## src/rtl/frame_hdr_pkg.sv

```systemverilog
// Shared types and constants for the frame header stripper.
package frame_hdr_pkg;

   typedef enum logic {
      StHdr,
      StPayload
   } state_t;

   localparam int unsigned DEFAULT_DW     = 512;
   localparam int unsigned DEFAULT_KEEP_W = DEFAULT_DW / 8;
   localparam int unsigned BYTE_CNT_W     = 32;

endpackage

```

## src/rtl/axis_out_reg.sv

```systemverilog
// One-deep AXI-stream output register: holds VALID and data until READY.
module axis_out_reg #(
   parameter int unsigned W = 8
) (
   input  logic         clk,
   input  logic         reset,
   input  logic         load,
   input  logic [W-1:0] load_data,
   output logic         free,
   output logic         valid,
   output logic [W-1:0] data,
   input  logic         ready
);

   logic         valid_q;
   logic [W-1:0] data_q;

   assign free  = !valid_q || ready;
   assign valid = valid_q;
   assign data  = data_q;

   // load is only raised by the parent while free is high
   always_ff @(posedge clk or posedge reset) begin
      if (reset) begin
         valid_q <= 1'b0;
         data_q  <= '0;
      end else if (load) begin
         valid_q <= 1'b1;
         data_q  <= load_data;
      end else if (ready) begin
         valid_q <= 1'b0;
      end
   end

endmodule

```

## src/rtl/frame_header_stripper.sv

```systemverilog
// Splits each framed AXI-stream input into one metadata beat (header) and a payload stream,
// checking the payload byte count against the FRAME_SIZE latched with the header.
module frame_header_stripper
   import frame_hdr_pkg::*;
#(
   parameter int unsigned DW = DEFAULT_DW
) (
   input  logic                  clk,
   input  logic                  reset,
   input  logic [BYTE_CNT_W-1:0] FRAME_SIZE,
   input  logic [DW-1:0]         AXIS_IN_TDATA,
   input  logic                  AXIS_IN_TVALID,
   input  logic [DW/8-1:0]       AXIS_IN_TKEEP,
   input  logic                  AXIS_IN_TLAST,
   output logic                  AXIS_IN_TREADY,
   output logic [DW-1:0]         AXIS_OUT_MD_TDATA,
   output logic                  AXIS_OUT_MD_TVALID,
   output logic                  AXIS_OUT_MD_TLAST,
   input  logic                  AXIS_OUT_MD_TREADY,
   output logic [DW-1:0]         AXIS_OUT_TDATA,
   output logic                  AXIS_OUT_TVALID,
   output logic [DW/8-1:0]       AXIS_OUT_TKEEP,
   output logic                  AXIS_OUT_TLAST,
   input  logic                  AXIS_OUT_TREADY,
   output logic                  ERR_LENGTH
);

   localparam int unsigned KW = DW / 8;

   state_t                  state_q, state_d;
   logic [BYTE_CNT_W-1:0]   cnt_q, cnt_d;
   logic [BYTE_CNT_W-1:0]   fs_q, fs_d;
   logic                    err_q, err_d;

   logic                    md_free, pl_free;
   logic                    in_ready, accept, md_load, pl_load;
   logic [BYTE_CNT_W-1:0]   pop;
   logic [BYTE_CNT_W:0]     sum;
   logic [BYTE_CNT_W-1:0]   cnt_sat;

   assign in_ready       = !reset && ((state_q == StHdr) ? md_free : pl_free);
   assign AXIS_IN_TREADY = in_ready;
   assign accept         = AXIS_IN_TVALID && in_ready;
   assign md_load        = accept && (state_q == StHdr);
   assign pl_load        = accept && (state_q == StPayload);
   assign ERR_LENGTH     = err_q;

   always_comb begin
      pop = '0;
      for (int i = 0; i < KW; i++) begin
         pop = pop + {{(BYTE_CNT_W-1){1'b0}}, AXIS_IN_TKEEP[i]};
      end
   end

   assign sum     = {1'b0, cnt_q} + {1'b0, pop};
   assign cnt_sat = sum[BYTE_CNT_W] ? '1 : sum[BYTE_CNT_W-1:0];

   always_comb begin
      state_d = state_q;
      cnt_d   = cnt_q;
      fs_d    = fs_q;
      err_d   = 1'b0;
      case (state_q)
         StHdr: begin
            if (accept) begin
               fs_d  = FRAME_SIZE;
               cnt_d = '0;
               // an empty frame is complete on its header beat
               if (AXIS_IN_TLAST) err_d = (FRAME_SIZE != '0);
               else               state_d = StPayload;
            end
         end
         StPayload: begin
            if (accept) begin
               cnt_d = cnt_sat;
               if (AXIS_IN_TLAST) begin
                  state_d = StHdr;
                  err_d   = (cnt_sat != fs_q);
               end
            end
         end
         default: state_d = StHdr;
      endcase
   end

   always_ff @(posedge clk or posedge reset) begin
      if (reset) begin
         state_q <= StHdr;
         cnt_q   <= '0;
         fs_q    <= '0;
         err_q   <= 1'b0;
      end else begin
         state_q <= state_d;
         cnt_q   <= cnt_d;
         fs_q    <= fs_d;
         err_q   <= err_d;
      end
   end

   axis_out_reg #(
      .W (DW + 1)
   ) u_md_reg (
      .clk       (clk),
      .reset     (reset),
      .load      (md_load),
      .load_data ({1'b1, AXIS_IN_TDATA}),
      .free      (md_free),
      .valid     (AXIS_OUT_MD_TVALID),
      .data      ({AXIS_OUT_MD_TLAST, AXIS_OUT_MD_TDATA}),
      .ready     (AXIS_OUT_MD_TREADY)
   );

   axis_out_reg #(
      .W (DW + KW + 1)
   ) u_pl_reg (
      .clk       (clk),
      .reset     (reset),
      .load      (pl_load),
      .load_data ({AXIS_IN_TLAST, AXIS_IN_TKEEP, AXIS_IN_TDATA}),
      .free      (pl_free),
      .valid     (AXIS_OUT_TVALID),
      .data      ({AXIS_OUT_TLAST, AXIS_OUT_TKEEP, AXIS_OUT_TDATA}),
      .ready     (AXIS_OUT_TREADY)
   );

endmodule

```

## config.mk

```make
export PLATFORM = sky130hd
export DESIGN_NAME = frame_header_stripper
export DESIGN_NICKNAME = d
export VERILOG_FILES = /design/src/rtl/frame_hdr_pkg.sv /design/src/rtl/axis_out_reg.sv /design/src/rtl/frame_header_stripper.sv
export SDC_FILE = /design/constraint.sdc
export NUM_CORES = 2
export LEC_CHECK = 0
export BUFFER_PORTS_ARGS = -buffer_cell sky130_fd_sc_hd__buf_2
export CORE_AREA = 2 2 666 668
export CTS_CLUSTER_DIAMETER = 200
export DETAILED_ROUTE_END_ITERATION = 7
export DIE_AREA = 0 0 668 670
export PLACE_DENSITY = 0.3
export SLEW_MARGIN = 20
export SYNTH_ARGS = -nofsm -noshare
export SYNTH_HDL_FRONTEND = slang
export SYNTH_HIERARCHICAL = 1
export SYNTH_SLANG_ARGS = --single-unit
```

## constraint.sdc

```tcl
create_clock -name clk -period 28.3 [get_ports clk]
set_input_delay 7.075 -clock clk [delete_from_list [all_inputs] [get_ports clk]]
set_output_delay 7.075 -clock clk [all_outputs]
set_load 0.01 [all_outputs]
```

==> flow_summary_export.csv <==
group,metric,value,unit
drt,first_pass_iters,5,
synth,synth_cell_type_count,75,
setup_path,critPathMaxFanout,3,
timing,setup_tns,0,ns
clock_tree,postCtsSetupBuffers,0,
drt,ant_nets,0,
drt,dr_total_vias,33600,
setup_path,worstPathArrival,7.71,ns
timing,fin_skew,0.0309,ns
setup_path,crit_path_end_kind,"output port",
die,core,440000,um2
synth,synth-seq-cells,1158,
timing,finalHoldViolations,0,
global_routing,grtUsageMet3,0.0520,
synth,synth.top_cell.area_share,0.567,
die,io_pins,1708,
setup_path,crit_required,21.22,ns
power_and_ir_drop,leakage,32.7,nW
power_and_ir_drop,total_power,9.12,mW
placement,dp_cells,10500,
setup_path,worstReg2RegEnd,"ERR_LENGTH",
timing,worst_pin_slew,1.10,ns
outcome,status,"finished clean",
global_routing,grt_max_degree,71,
worst_hold_path,min_delay_path_depth,1,
global_routing,use_met2,0.229,
drt,routed_wl,309000,um
synth,async_flop_share,1.00,
placement,dp_hpwl,255000,um
die,fp.dieW,668,um
global_routing,grt_pass1_vias,35800,
synth,synth_cells,3004,
global_routing,antenna_found_initial,150,
timing,slew_headroom,0.265,
finish,n_fill_cell,48900,
synth,ys.flop_type,"dfrtp_1",
synth,avgSynthCellArea,17.0,um2
setup_path,r2r_slack,20.63,ns
clock_tree,cts_resized,0,
clock_tree,clockBufferDepth,4,
power_and_ir_drop,peakVddDrop,0.346,mV
setup_path,reg2reg_from,"cnt_q[0]",
clock_tree,cts_tree,"yes",
clock_tree,numCtsBuffers,163,
synth,yosysWarnings,6,
timing,rsz0062_at_grt,"false",
worst_hold_path,holdPathEnd,"u_pl_reg/data[280]",
die,fp-row-count,244,
drt,wl_per_cell,28.6,um
die,die_h,670,um
clock_tree,clock_sinks,1158,
setup_path,crit_path_start_kind,"primary input",
synth,ys_top_cells_by_area,"dfrtp_1 (57%), mux2_4 (28%), mux2_2 (3.5%)",
global_routing,grt.busiest_layer,"met2",
power_and_ir_drop,power.density,128,nW/um2
global_routing,grtUsageMet1,0.155,
clock_tree,cts-root-buf,"clkbuf_16",
placement,port_buffers,1707,
synth,seq_area_frac_synth,0.567,
worst_hold_path,min_from,"u_pl_reg/data[280]",
timing,finalSetupViolCount,0,
clock_tree,htreeDepth,4,
finish,areaGrowthSynthToFinish,39.2,%
clock_tree,clk_latency,0.84,ns
global_routing,grt_first_pass_wirelength,395000,um
timing,min_period,14.78,ns
placement,gp_congestion,0.888,
setup_path,r2r_cells,19,
setup_path,path_class,"primary input to output port",
finish,final_cell_count_no_fill,10800,
worst_hold_path,min_path_type,"flop to flop",
flow_run,cap_violations,0,
drt,drt_iter0_drc,2008,
drt,drc_errors,0,
finish,final_net_count,5471,
synth,synth_edf_count,0,
synth,synth_largest_area_cell,"dfrtp_1",
timing,max_freq,0.0677,GHz
finish,drive_above_1_share,0.647,
synth,syn-num-nets,3701,
die,start_util,0.116,
drt,viasPerCell,3.11,
global_routing,globalRouteOverflowTotal,0,
clock_tree,cts_hold_buf,0,
synth,synth_area,51100,um2
timing,maxSlewViolCount,0,
clock_tree,clk_pin_slew_worst_paths,0.05,ns
global_routing,track_usage,0.133,
die,fp.dieArea,448000,um2
timing,fin_crit_sh,0.522,
==> metrics by stage <==
step | setup WS [ns] | utilization | area, um2 | hold slack, ns
3_5_place_dp | 12.91 | 0.150 | 65900 | 0.486
5_1_grt | 13.43 | 0.162 | 71100 | 0.511
4_1_cts | 13.51 | 0.161 | 71000 | 0.501
3_3_place_gp | 12.81 | 0.150 | 65900 | 0.483
6_report | 13.52 | 0.162 | 71100 | 0.499
2_1_floorplan | 5.05 | - | 51100 | 0.456
==> critical path: stages <==
cell and delay, ns:
buf_2 0.07, nand2b_1 0.11, mux2i_1 0.07, nor2_1 0.20
buf_2 0.17
==> registers in the layout, summed over array words and instances, names as in the netlist, named ones only <==
name and count:
u_md_reg/data 513, u_pl_reg/valid 1, ERR_LENGTH 1, u_pl_reg/data 577, u_md_reg/valid 1, fs_q 32, cnt_q 32
==> synth_stat cells (all sizes together) (18+ instances only) <==
library cell  number
a21oi             50
nand3             21
fa                56
nor2              38
ha                27
buf              139
nand4             18
nand2             43
inv              103
dfrtp           1158
mux2            1120
o21ai             41
==> routing by layer <==
| metal | up-vias | routed length [um] |
|---|---|---|
| met3 | 411 | 29800 |
| met5 | - | 273 |
| met1 | 17400 | 120000 |
| li1 | 14200 | - |
| met4 | 42 | 6560 |
| met2 | 1493 | 152000 |
==> final cells by class <==
type                    count  area (um2)  area share
diodes                     35        87.6     0.00123
clock buffers             227        4730      0.0665
clock inverters            41         407     0.00572
inverters                 103         410     0.00577
multi-input cells        1587       20200       0.283
flip-flops and latches   1158       29000       0.407
well taps                5904        7390       0.104
repair buffers           1761        8970       0.126
==> logic make-up after synthesis <==
kind of cell               after synthesis  synth area share
DFF                                   1158             0.567
muxes                                 1129             0.319
buffers and inverters                  259            0.0388
and+or+nand+nor                        186            0.0200
AOI/OAI and AO/OA                      155            0.0204
adders and majority gates               83            0.0285
xor gates and xnor gates                33           0.00619
other                                    1         0.0000734
==> cell usage in the layout, fill, tap and decap left out, types with 6 or more instances in the layout <==
master | netlist | routed
dfrtp_1 | 1158 | 1158
nor3_1 | 7 | 6
clkbuf_1 | 16 | 26
clkbuf_16 | 0 | 166
a21oi_1 | 49 | 49
nor2_1 | 37 | 36
o2111ai_1 | 7 | 7
xnor2_1 | 15 | 15
diode_2 | 0 | 35
a21o_1 | 10 | 10
xor2_1 | 16 | 16
o21ai_0 | 38 | 37
fa_1 | 56 | 56
mux2_2 | 161 | 161
buf_4 | 6 | 53
nand4_1 | 16 | 16
inv_1 | 103 | 99
mux2_4 | 959 | 959
nand3_1 | 19 | 19
clkinv_2 | 0 | 23
clkbuf_8 | 1 | 35
buf_2 | 24 | 1707
mux2i_1 | 9 | 9
nor4_1 | 12 | 12
a211oi_1 | 6 | 6
ha_1 | 27 | 27
and3_1 | 8 | 8
nand2_1 | 42 | 41
==> worst max-delay path by stage <==
| stage | start | end | slack, ns | depth (start not counted) |
|---|---|---|---|---|
| final | AXIS_OUT_TREADY | AXIS_IN_TREADY | 13.52 | 5 |
| after global routing | AXIS_OUT_TREADY | AXIS_IN_TREADY | 13.43 | 5 |
| after CTS | AXIS_OUT_TREADY | AXIS_IN_TREADY | 13.51 | 5 |
| after detailed placement | AXIS_IN_TKEEP[35] | ERR_LENGTH | 12.91 | 24 |
| after global placement | AXIS_IN_TKEEP[35] | ERR_LENGTH | 12.81 | 24 |
| after floorplan | reset | u_pl_reg/data[0] | 5.05 | 1 |
==> report_power, final <==
group          switching (mW)  total [mW]  internal, mW
sequential              0.409        2.68          2.27
combinational            2.52        4.39          1.87
clock                   0.861        2.05          1.19
Power figures use the tool's default switching activity.
